--- src/rtl/cues_sync_sink.sv ---
// cues_sync_sink: clocked terminal receiver for a C-element pipeline; 4-phase SENDIN/ACKOUT in, FIFO, valid/ready out.
// Optional macro CUES_SINK_TOKEN_CNT_EN adds a 16-bit accepted-token counter on TOKCNT.
module cues_sync_sink #(
  parameter int DW          = 8,
  parameter int DEPTH       = 4,
  parameter int SYNC_STAGES = 2
) (
  input  logic                         CLK,
  input  logic                         RESETN,
  input  logic                         SENDIN,
  input  logic [DW-1:0]                DIN,
  output logic                         ACKOUT,
  output logic [DW-1:0]                DOUT,
  output logic                         DVALID,
  input  logic                         DREADY,
  output logic [$clog2(DEPTH+1)-1:0]   LEVEL
`ifdef CUES_SINK_TOKEN_CNT_EN
  , output logic [15:0]                TOKCNT
`endif
);
  localparam int AW = $clog2(DEPTH);
  localparam int LW = $clog2(DEPTH+1);
  typedef enum logic {IDLE, ACK} state_t;
  state_t               r_state, w_next;
  logic [SYNC_STAGES-1:0] r_sync;
  logic [DW-1:0]        r_mem [DEPTH];
  logic [AW-1:0]        r_wp, r_rp;
  logic [LW-1:0]        r_level;
  logic                 w_send, w_full, w_wr, w_rd;
  assign w_send = r_sync[SYNC_STAGES-1];
  assign w_full = r_level == LW'(DEPTH);
  assign DVALID = r_level != '0;
  assign w_rd   = DVALID && DREADY;
  assign DOUT   = r_mem[r_rp];
  assign LEVEL  = r_level;
  assign ACKOUT = r_state == ACK;
  // Bring the asynchronous request into the clock domain.
  always_ff @(posedge CLK)
    if (!RESETN) r_sync <= '0;
    else r_sync <= {r_sync[SYNC_STAGES-2:0], SENDIN};
  // Handshake state register; ACKOUT is decoded straight from it so it stays glitch-free.
  always_ff @(posedge CLK)
    if (!RESETN) r_state <= IDLE;
    else r_state <= w_next;
  // Accept one token per request; a full FIFO withholds the acknowledge to stall upstream.
  always_comb begin
    w_wr   = 1'b0;
    w_next = r_state;
    if (r_state == IDLE) begin
      w_wr   = w_send && !w_full;
      w_next = w_wr ? ACK : IDLE;
    end else begin
      w_next = w_send ? ACK : IDLE;
    end
  end
  // FIFO storage; data needs no reset because DVALID masks stale entries.
  always_ff @(posedge CLK)
    if (w_wr) r_mem[r_wp] <= DIN;
  // FIFO pointers and occupancy; full is judged before the pop, giving a one-cycle bubble.
  always_ff @(posedge CLK)
    if (!RESETN) begin
      r_wp    <= '0;
      r_rp    <= '0;
      r_level <= '0;
    end else begin
      if (w_wr) r_wp <= r_wp + AW'(1);
      if (w_rd) r_rp <= r_rp + AW'(1);
      r_level <= r_level + LW'(w_wr) - LW'(w_rd);
    end
`ifdef CUES_SINK_TOKEN_CNT_EN
  logic [15:0] r_tok;
  assign TOKCNT = r_tok;
  // Count accepted tokens, wrapping naturally at 16 bits.
  always_ff @(posedge CLK)
    if (!RESETN) r_tok <= '0;
    else if (w_wr) r_tok <= r_tok + 16'd1;
`endif
endmodule

--- config.mk ---
export PLATFORM = sky130hd
export DESIGN_NAME = cues_sync_sink
export DESIGN_NICKNAME = d
export VERILOG_FILES = /design/src/rtl/cues_sync_sink.sv
export SDC_FILE = /design/constraint.sdc
export NUM_CORES = 1
export LEC_CHECK = 0
export CORE_MARGIN = 2
export CORE_UTILIZATION = 38
export CTS_BUF_LIST = sky130_fd_sc_hd__clkbuf_8
export CTS_CLUSTER_DIAMETER = 80
export DETAILED_ROUTE_END_ITERATION = 16
export PLACE_DENSITY_LB_ADDON = 0.05
export SETUP_SLACK_MARGIN = 0.1
export SLEW_MARGIN = 5
export SYNTH_ARGS = -nofsm -noshare
export SYNTH_HDL_FRONTEND = slang
export SYNTH_SLANG_ARGS = --single-unit
--- constraint.sdc ---
create_clock -name CLK -period 4 [get_ports CLK]
set_input_delay 0.6 -clock CLK [delete_from_list [all_inputs] [get_ports CLK]]
set_output_delay 0.6 -clock CLK [all_outputs]
set_load 0.01 [all_outputs]
======== Word level (Yosys, flattened, before mapping) ========
Memory sizes are Yosys's and may differ from the RTL's. A register that Yosys moved wholly into a read port is not among the register bits.
Cells that the tools add are included.
word-level totals
  register bits after elaboration ......... 10
  bits in latches ......................... 0
  memory bits (writable) .................. 32
  bits in read-only memories .............. 0
  output and inout port bits .............. 13
  word-level logic and storage cells ...... 23
  memories ................................ 1
operators by class
  add/subtract/negate cells ............... 4
  multiply operators ...................... 0
  divide/modulo/power cells ............... 0
  order comparisons ....................... 0
  eq/ne operators ......................... 1
  shift operators ......................... 0
  multiplexer cells ....................... 8
  bitwise logic cells ..................... 0
  reduce and logical (&&, ||, !) cells .... 4
memories
  name   depth  width  read ports  clocked after memory_dff  write ports  RTL line  source
  r_mem  4      8      1           1                         1            26        logic [DW-1:0] r_mem [DEPTH];
operators by type and width
  cell                                                            number
  1-bit 2-to-1 mux                                                6
  2-bit by 1-bit adder with 2-bit output (second input constant)  2
  2-bit 2-to-1 mux                                                2
  3-bit by 1-bit adder with 3-bit output                          1
  3-bit == test (second input constant)                           1
  3-bit nonzero test                                              1
  3-bit by 1-bit subtractor with 3-bit output                     1
  1-bit logical AND                                               2
  1-bit logical NOT                                               1

======== Longest topological paths before layout ========
  word-level depth ........................ 6
  gate-level depth with buffers ........... 12
  depth with buffers taken out ............ 11

======== Least setup slack after synthesis ========
OpenSTA, ideal clock, no wires.
  path type ............................... flip-flop to flip-flop
  from .................................... reg r_level[2], in the netlist LEVEL[2]
  to ...................................... reg r_level[2], in the netlist LEVEL[2]
  arrival ................................. 2.329 ns
  required time ........................... 3.885 ns
  slack ................................... 1.556 ns
  stages on the path, launching flop included .. 13
  buffers on the path ..................... 1
  period minus slack after synthesis ...... 2.444 ns
  path through ............................ dfxtp_1 -> or3b_1 -> and3b_1 -> buf_6 -> inv_1 -> ha_1 -> inv_1 -> ha_1 -> inv_1 -> fa_1 -> xnor2_1 -> xnor2_1 -> and2_1
between the ends
  cells in the longest elaborated chain, start to end .. 6
  elaborated cells between the ends (all ways) .. 8
  those cells by class .................... add/sub: 2; eq/ne: 1; mux: 1; reduce/logical: 4
ends and longest elaborated chain
  element                                          RTL line  source
  start: declaration                               28        logic [LW-1:0] r_level;
  start signal: assignment                         68        r_level <= r_level + LW'(w_wr) - LW'(w_rd);
  3-bit == test                                    31        assign w_full = r_level == LW'(DEPTH);
  1-bit logical NOT                                50        w_wr = w_send && !w_full;
  1-bit logical AND                                50
  1-bit 2-to-1 mux                                 49        if (r_state == IDLE) begin
  3-bit by 1-bit adder with 3-bit output           68
  3-bit by 1-bit subtractor with 3-bit output (*)  68
Mark *: on every way between the ends. The rest lies on a longest branch, timed or not.
A chain may end at the register's enable or synchronous reset.

==> results by group <==
Status
  • Outcome: completed

Setup path
  • Cell depth of the worst flop-to-flop path: 11
  • Required @ worst endpoint: 3400 ps
  • Largest fanout of any net on the critical path: 8
  • Critical path endpoint: DOUT[5]
  • FF-to-FF End: LEVEL[2]$_SDFF_PN0_
  • Source of the worst register-to-register timing path: LEVEL[1]$_SDFF_PN0_
  • Critical Path End Type: primary output
  • Crit path arrival time: 2050 ps
  • Type of the worst setup path: reg2out
  • Setup slack on the worst flop-to-flop path: 1470 ps
  • CP Launch Type: flip-flop

Synth
  • Largest cells by area after synthesis: sky130_fd_sc_hd__edfxtp_1 56%, sky130_fd_sc_hd__dfxtp_1 14%, sky130_fd_sc_hd__mux4_2 10%
  • Share of the yosys chip area belonging to registers: 0.698
  • Most frequent cells after synthesis: 32 x sky130_fd_sc_hd__edfxtp_1, 12 x sky130_fd_sc_hd__dfxtp_1, 8 x sky130_fd_sc_hd__mux4_2, 7 x sky130_fd_sc_hd__and2_1, 6 x sky130_fd_sc_hd__ha_1
  • Top-area cell type share of the netlist area: 0.559
  • Warnings from Yosys: 0
  • Count of flip-flops with a built-in enable after synthesis: 32
  • Primary flip-flop cell chosen by synthesis mapping: sky130_fd_sc_hd__edfxtp_1
  • Mean instance size in the synthesized netlist: 17.9 sq um
  • Most frequently used cell type in the post-synthesis netlist: sky130_fd_sc_hd__edfxtp_1
  • Share of async-settable or async-resettable flops after synthesis: 0
  • Number of storage elements in the synthesis netlist: 44
  • Number of standard cells after synthesis: 96
  • Count of distinct cell types in the synthesized netlist: 22
  • Yosys top cell by area: sky130_fd_sc_hd__edfxtp_1
  • Synthesized netlist net count: 115
  • Post-synthesis instance area: 1720 sq um

Layout
  • Fraction of the core area covered by cells at the end of the flow: 0.484
  • Post-route cell area: 2110 sq um
  • Proportion of layout cells with a drive suffix above 1: 0.153
  • Ant diodes: 0
  • Number of filler cells placed in the layout: 374
  • Layout Nets: 142
  • Area used by sequential logic in the layout: 1200 sq um
  • Area taken by multi-input logic gates: 477 sq um
  • Layout overhead on the synthesized area: 22.6%

Clock tree
  • Maximum level of the CTS H-tree: 2
  • CTS resizes: 0
  • Clk Latency, worst-skew pair: 290 ps
  • Post-CTS Hold Buffers: 0
  • Clock tree from TritonCTS: done
  • Clock transition time at the flip-flop clock pins of the worst setup and hold paths: 80 ps
  • Number of buffers between clock root and the deepest sink: 2
  • Total clock sinks: 44
  • Total clock buffers created by CTS: 5
  • CTS root buffer: sky130_fd_sc_hd__clkbuf_8
  • Buffers inserted during post-CTS setup optimization: 0

STA
  • Least-Margin Pin Slew: 569 ps
  • Final number of hold-violating endpoints: 0
  • Final worst path period need: 2650 ps
  • Worst slew margin relative to its limit: 0.620
  • Max Transition Viols Final: 0
  • Highest attainable clock frequency: 377 MHz
  • Endpoints failing setup: 0
  • Ratio of final minimum period to clock period: 0.663
  • Worst clock skew: 8.10 ps
  • RSZ-0062 raised after global routing: no
  • Sum Neg Setup Slack: 0 ps

Die
  • Full die area: 5080 sq um
  • Die width: 71.3 um
  • Die height: 71.3 um
  • Placement row count: 24
  • Ports: 25
  • Placeable Area: 4350 sq um
  • Starting Density: 0.395

Drt
  • Post-DRT Antenna Nets: 0
  • First-iteration detailed-routing DRC count: 39
  • Count of vias placed by the detailed router: 846
  • Wire length per cell after detailed routing: 14.7 um
  • First-pass detailed-route iteration total: 4
  • Routed via count divided by cell count: 4.81
  • Total detailed-routing wirelength: 2.58 mm
  • Remaining design rule violation count: 0

Place
  • IO buf count: 24
  • Final Wtd Congestion: 0.692
  • Post-detailed-placement half-perimeter wirelength: 1.75 mm
  • Post-detailed-placement cell area: 2000 sq um

Global route
  • Global Route Usage Sum: 0.114
  • Number of antenna violations at the first check in global routing: 0
  • Global-route wire length before repair: 4.14 mm
  • Maximum number of pins on one net before global-route repair: 14
  • GRT Residual Overflow: 0
  • Number of global-route vias before repair: 843

Flow run
  • Max-Cap Viols: 0

Power and ir drop
  • Post-layout power: 1.18 mW
  • Leakage Power: 0.725 nW
  • Highest ir drop seen on vdd: 249 uV
  • Total power per unit cell area: 557 nW/um^2

Worst hold path
  • Worst min path class: reg2reg
==> critical path, stage by stage (launching register included) <==
cell	delay, ps
sky130_fd_sc_hd__dfxtp_1	680
sky130_fd_sc_hd__mux4_2	580
sky130_fd_sc_hd__clkdlybuf4s50_1	490
==> cells by family (layout without fill, tap and decap cells) <==
family / count (synthesis) / after routing / synth area share
AND/OR/NAND/NOR: 19 / 19 / 0.0684
buffers and inverters: 9 / 37 / 0.0247
flip-flops: 44 / 44 / 0.698
AO/OA/AOI/OAI: 3 / 3 / 0.0167
multiplexers: 10 / 10 / 0.116
XOR/XNOR: 4 / 4 / 0.0204
adder cells (fa/ha/maj): 7 / 7 / 0.0553
==> sequential cells by signal, indices dropped and copies added, names as in the netlist, named ones only <==
signal  cells
r_mem      32
LEVEL       3
r_rp        2
ACKOUT      1
r_sync      2
r_wp        2
==> stage by stage <==
stage	std cells	setup slack [ps]	hold slack, ps
floorplan	96	1560	412
global placement	168	1430	419
detailed placement	168	1370	441
CTS	176	1280	457
global route	176	1200	469
finish	176	1350	451
==> power breakdown <==
| group | total [mW] | internal [mW] | switching (mW) |
|---|---|---|---|
| logic | 0.280 | 0.187 | 0.0928 |
| registers | 0.574 | 0.521 | 0.0526 |
| clock network | 0.321 | 0.183 | 0.139 |
==> per-layer routing <==
metal	track usage	routed length, um	up-vias
met5	0	0	-
met4	0.0566	58	0
met3	0.0436	148	5
met2	0.198	1300	24
met1	0.120	1080	409
li1	-	-	408
==> layout make-up <==
| cell class | instances | share of cell area |
|---|---|---|
| clock buffer | 5 | 0.0326 |
| clock inverter | 3 | 0.0184 |
| inverter | 5 | 0.00890 |
| multi-input combinational | 43 | 0.226 |
| sequential | 44 | 0.569 |
| tap | 52 | 0.0308 |
| timing repair buffer | 24 | 0.114 |
==> cells in the final DEF (no fill, tap or decap), drive strengths merged <==
cell,count
and2,9
and3b,1
bufinv,1
clkbuf,5
clkdlybuf4s50,24
clkinv,1
dfxtp,12
edfxtp,32
fa,1
ha,6
inv,6
mux2i,2
mux4,8
nand2,4
nor2b,3
o211a,1
o311ai,1
o31a,1
or3,1
or3b,1
xnor2,4
==> worst min path at each step <==
stage,start,endpoint,cells past startpoint
2_1_floorplan,r_sync[0]$_SDFF_PN0_,r_sync[1]$_SDFF_PN0_,1
3_3_place_gp,r_sync[0]$_SDFF_PN0_,r_sync[1]$_SDFF_PN0_,1
3_5_place_dp,r_sync[1]$_SDFF_PN0_,ACKOUT$_SDFF_PN0_,1
4_1_cts,r_sync[1]$_SDFF_PN0_,ACKOUT$_SDFF_PN0_,1
5_1_grt,r_sync[0]$_SDFF_PN0_,r_sync[1]$_SDFF_PN0_,1
6_report,r_sync[0]$_SDFF_PN0_,r_sync[1]$_SDFF_PN0_,1
No activity file was read; power rests on OpenSTA's default activity.
==> RTL edit 1 (same settings) <==
`SYNC_STAGES`: 2 -> 4.
--- a/src/rtl/cues_sync_sink.sv
+++ b/src/rtl/cues_sync_sink.sv
@@ -4,5 +4,5 @@
   parameter int DW          = 8,
   parameter int DEPTH       = 4,
-  parameter int SYNC_STAGES = 2
+  parameter int SYNC_STAGES = 4
 ) (
   input  logic                         CLK,
Formal check against the unedited RTL: not equivalent (Yosys sat finds a counterexample within 4 cycles, from zero or initial values and one cycle with RESETN low).
==> RTL edit 1 against the unedited design <==
- sequential power increased by 3.8%
- clock power is 21% lower
- sequential cell count increased by 2
- hold slack worse by 0.010 ns
- critical path depth is the same
- power is 2.8% lower
- final cell count up 1.7%
- combinational power increased by 5%
- non-clock buffer count unchanged
- final area grew 1.0%
- setup slack improved by 0.0069 ns
- wire length is 4.5% higher
- area after synthesis is 3.1% higher
==> RTL edit 1: results (changes against the unedited design) <==
Result of the run -> complete, no violations
Largest net degree at the start of global routing -> 16 (+2)
Layout Nets -> 146 (+2.8%)
GR Util All Layers -> 0.123 (+0.00892)
Fillers -> 399 (+6.7%)
Register area share after synthesis -> 0.700 (+0.00189)
Compound-gate portion of the synthesized area -> 0.0162 (-0.000496)
Iter 0 DRT Violations -> 46 (+18%)
Max_slew headroom -> 0.619 (-0.00148)
Top cells by area, synth -> edfxtp_1 (54%), dfxtp_1 (16%), mux4_2 (10%)
First-pass GRT wire length -> 4.66 mm (+13%)
M3 GR Usage -> 0.0472 (+0.00362)
CP endpoint -> DOUT[1]
Post-synthesis mux area share -> 0.113 (-0.00345)
WL met3 -> 149 µm (+0.68%)
Via Count -> 873 (+3.2%)
Avg Cell Area, Syn -> 17.7 µm² (-1.1%)
Net count after synthesis -> 119 (+3.5%)
Share of layout cells above drive strength 1 -> 0.134 (-0.0194)
Tot Pwr -> 1.14 mW (-2.8%)
HPWL after DPL -> 1.86 mm (+6.7%)
WL met2 -> 1.39 mm (+6.8%)
Comb pwr share -> 0.258 (+0.020)
WL met1 -> 1.12 mm (+4.5%)
GRT met2 Usage -> 0.211 (+0.0135)
Final setup skew -> 0.00348 ns (-0.00463 ns)
Final RePlAce weighted congestion -> 0.697 (+0.72%)
Clk. pwr -> 253 µW (-21%)
Routed Wire Length -> 2.70 mm (+4.5%)
Top cells by instance count after synthesis -> edfxtp_1 (32), dfxtp_1 (14), and2_1 (9)
Slack of the critical path -> 1.36 ns (+0.00694 ns)
Post-Place Cell Area -> 0.00205 mm² (+2.6%)
Placed insts -> 172 (+2.4%)
Switching part of the total power -> 0.255 (+0.0132)
Adder-Cell Fraction of Synth Area -> 0.0536 (-0.00164)
[RTL edit 1: changes by cell type after synthesis]
cell / delta
and2_1: +2
dfxtp_1: +2
[RTL edit 1: worst min path at each step]
stage	endpoint	cells after the start	slack (ns)	start
floorplan	r_sync[1]	1	0.41	r_sync[0]
finish	r_sync[3]	1	0.44	r_sync[2]
CTS	r_sync[3]	1	0.45	r_sync[2]
global route	r_sync[3]	1	0.45	r_sync[2]
global placement	r_sync[2]	1	0.42	r_sync[1]
detailed placement	r_sync[1]	1	0.42	r_sync[0]
[RTL edit 1: area by class of cell]
class / count / area, µm² / area share
Clock buffer: 5 / 68.8 / 0.0323
Clock inverter: 2 / 7.51 / 0.00352
Inverter: 5 / 18.8 / 0.00881
Multi-Input combinational cell: 45 / 489 / 0.230
Sequential cell: 46 / 1240 / 0.583
Tap cell: 52 / 65.1 / 0.0305
Timing Repair Buffer: 24 / 240 / 0.113
==> RTL edit 2 (same flow settings) <==
Made on the original files. Register the output `LEVEL` once more, cleared by the reset; this adds one clock of latency there. The other outputs are not delayed to match.
--- a/src/rtl/cues_sync_sink.sv
+++ b/src/rtl/cues_sync_sink.sv
@@ -33,5 +33,11 @@
   assign w_rd   = DVALID && DREADY;
   assign DOUT   = r_mem[r_rp];
-  assign LEVEL  = r_level;
+  always_ff @(posedge CLK) begin
+    if (!RESETN) begin
+      LEVEL <= '0;
+    end else begin
+      LEVEL <= r_level;
+    end
+  end
   assign ACKOUT = r_state == ACK;
   // Bring the asynchronous request into the clock domain.
Behaviour: not the same (a bounded check fails within 4 cycles, from zero or initial values and one cycle with RESETN low).
==> RTL edit 2 against the unedited design <==
- clock skew decreased by 0.0056 ns
- clock power rose by 9.7%
- global-route usage grew 0.53 points
- final area grew 4.4%
- sequential share of layout area up 0.33 points
- area after synthesis increased by 4.7%
- sequential cell count rose by 3
- count of clock-buffer cells in the layout grew 1
- critical path depth stayed put
- power is 5.6% higher
- setup slack worse by 0.035 ns
- wire length increased by 5.0%
- fmax is 1.3% lower
- largest cell class unchanged
- largest power group unchanged
- highest routed layer unchanged
==> RTL edit 2: results (changes against the unedited design) <==
Post-Place Cell Area -> 0.00208 mm² (+4.1%)
Per-cell routed wire length -> 14.7 µm (+0.39%)
Slowest Stage Delay on Critical Path -> 0.70 ns (+0.02 ns)
Comb_multi_in -> 46 (+7.0%)
Final RePlAce weighted congestion -> 0.638 (-7.8%)
WL met3 -> 161 µm (+8.8%)
Max_slew headroom -> 0.604 (-0.0159)
Register area share after synthesis -> 0.700 (+0.00230)
Layout Nets -> 148 (+4.2%)
GRT met2 Usage -> 0.194 (-0.00359)
Number of global-route vias before repair -> 922 (+9.4%)
TritonRoute pass-1 iters -> 4 (unchanged)
Peak supply drop -> 251 µV (+0.96%)
Largest net degree at the start of global routing -> 17 (+3)
Synth Area in XOR/XNOR -> 0.0195 (-0.000906)
GR Util All Layers -> 0.119 (+0.00529)
Via Count -> 889 (+5.1%)
Compound-gate portion of the synthesized area -> 0.0160 (-0.000744)
Later-pin clock latency in the skew report -> 0.30 ns
Clk. pwr -> 352 µW (+9.7%)
Result of the run -> complete, no violations
CLK BUF -> 6 (+1)
PD cells -> 564 mW/mm² (+1.2%)
Lkg Pwr -> 0.760 nW (+4.9%)
Post-synthesis mux area share -> 0.111 (-0.00518)
Sequential cell area -> 0.00126 mm² (+5.0%)
H-tree depth -> 2 (unchanged)
Pre-CTS setup slack -> 1.40 ns (+0.0229 ns)
Flip-flop and latch count -> 47 (+6.8%)
Iter 0 DRT Violations -> 55 (+41%)
Adder-Cell Fraction of Synth Area -> 0.0528 (-0.00246)
First-pass GRT wire length -> 4.42 mm (+6.8%)
Top cells by area, synth -> edfxtp_1 (53%), dfxtp_1 (17%), mux4_2 (10%)
Sw Pwr -> 297 µW (+4.4%)
WL met2 -> 1.34 mm (+3.2%)
Net count after synthesis -> 121 (+5.2%)
GR Util met1 -> 0.134 (+0.0140)
WL met1 -> 1.15 mm (+6.8%)
Via density -> 4.83 (+0.51%)
Share of layout cells above drive strength 1 -> 0.162 (+0.00831)
Syn Inst Count -> 102 (+6.3%)
Worst Path Max Fanout -> 8 (unchanged)
Fillers -> 419 (+12%)
M3 GR Usage -> 0.0483 (+0.00474)
Top cells by instance count after synthesis -> edfxtp_1 (32), dfxtp_1 (15), and2_1 (9)
Largest registers -> r_mem: 32 flops, LEVEL: 3 flops, r_level: 3 flops
Final setup skew -> 0.00252 ns (-0.00558 ns)
ClkCell Share -> 0.0534 (+0.00240)
Area of the multi-input gates -> 497 µm² (+4.2%)
Signal buf overhead -> 0.109 (-0.00479)
HPWL after DPL -> 1.83 mm (+5.0%)
Sequential power share -> 0.493 (+0.005)
Initial antenna violation count -> 0 (unchanged)
CP arrival -> 2.09 ns (+0.04 ns)
-- RTL edit 2: changes by cell type after synthesis, sizes merged --
| cell | change |
|---|---|
| and2 | +3 |
| dfxtp | +3 |
-- RTL edit 2: per-stage QoR --
stage	power [mW]	utilization	hold slack (ns)
final	1.24	0.476	0.438
after detailed placement	0.907	0.450	0.419
after floorplan	0.782	-	0.412
after CTS	1.26	0.476	0.440
after global placement	0.902	0.450	0.421
after global routing	1.31	0.476	0.462
-- RTL edit 2: path summary, 6_finish.rpt --
kind	slack, ns	endpoint	from
setup / recovery	1.31	DOUT[1]	flop
setup reg to reg	1.49	r_level[2]	r_level[1]
hold reg to reg	0.44	r_sync[1]	r_sync[0]
hold / removal	0.44	r_sync[1]	r_sync[0]
-- RTL edit 2: worst reg2reg max path: cells and delay by family (launching register included) --
family | cells | cell delay [ns]
XOR/XNOR | 2 | 0.28
adder cells (fa/ha/maj) | 3 | 0.71
buffers and inverters | 3 | 0.19
flip-flops | 1 | 0.40
AND/OR/NAND/NOR | 3 | 0.84
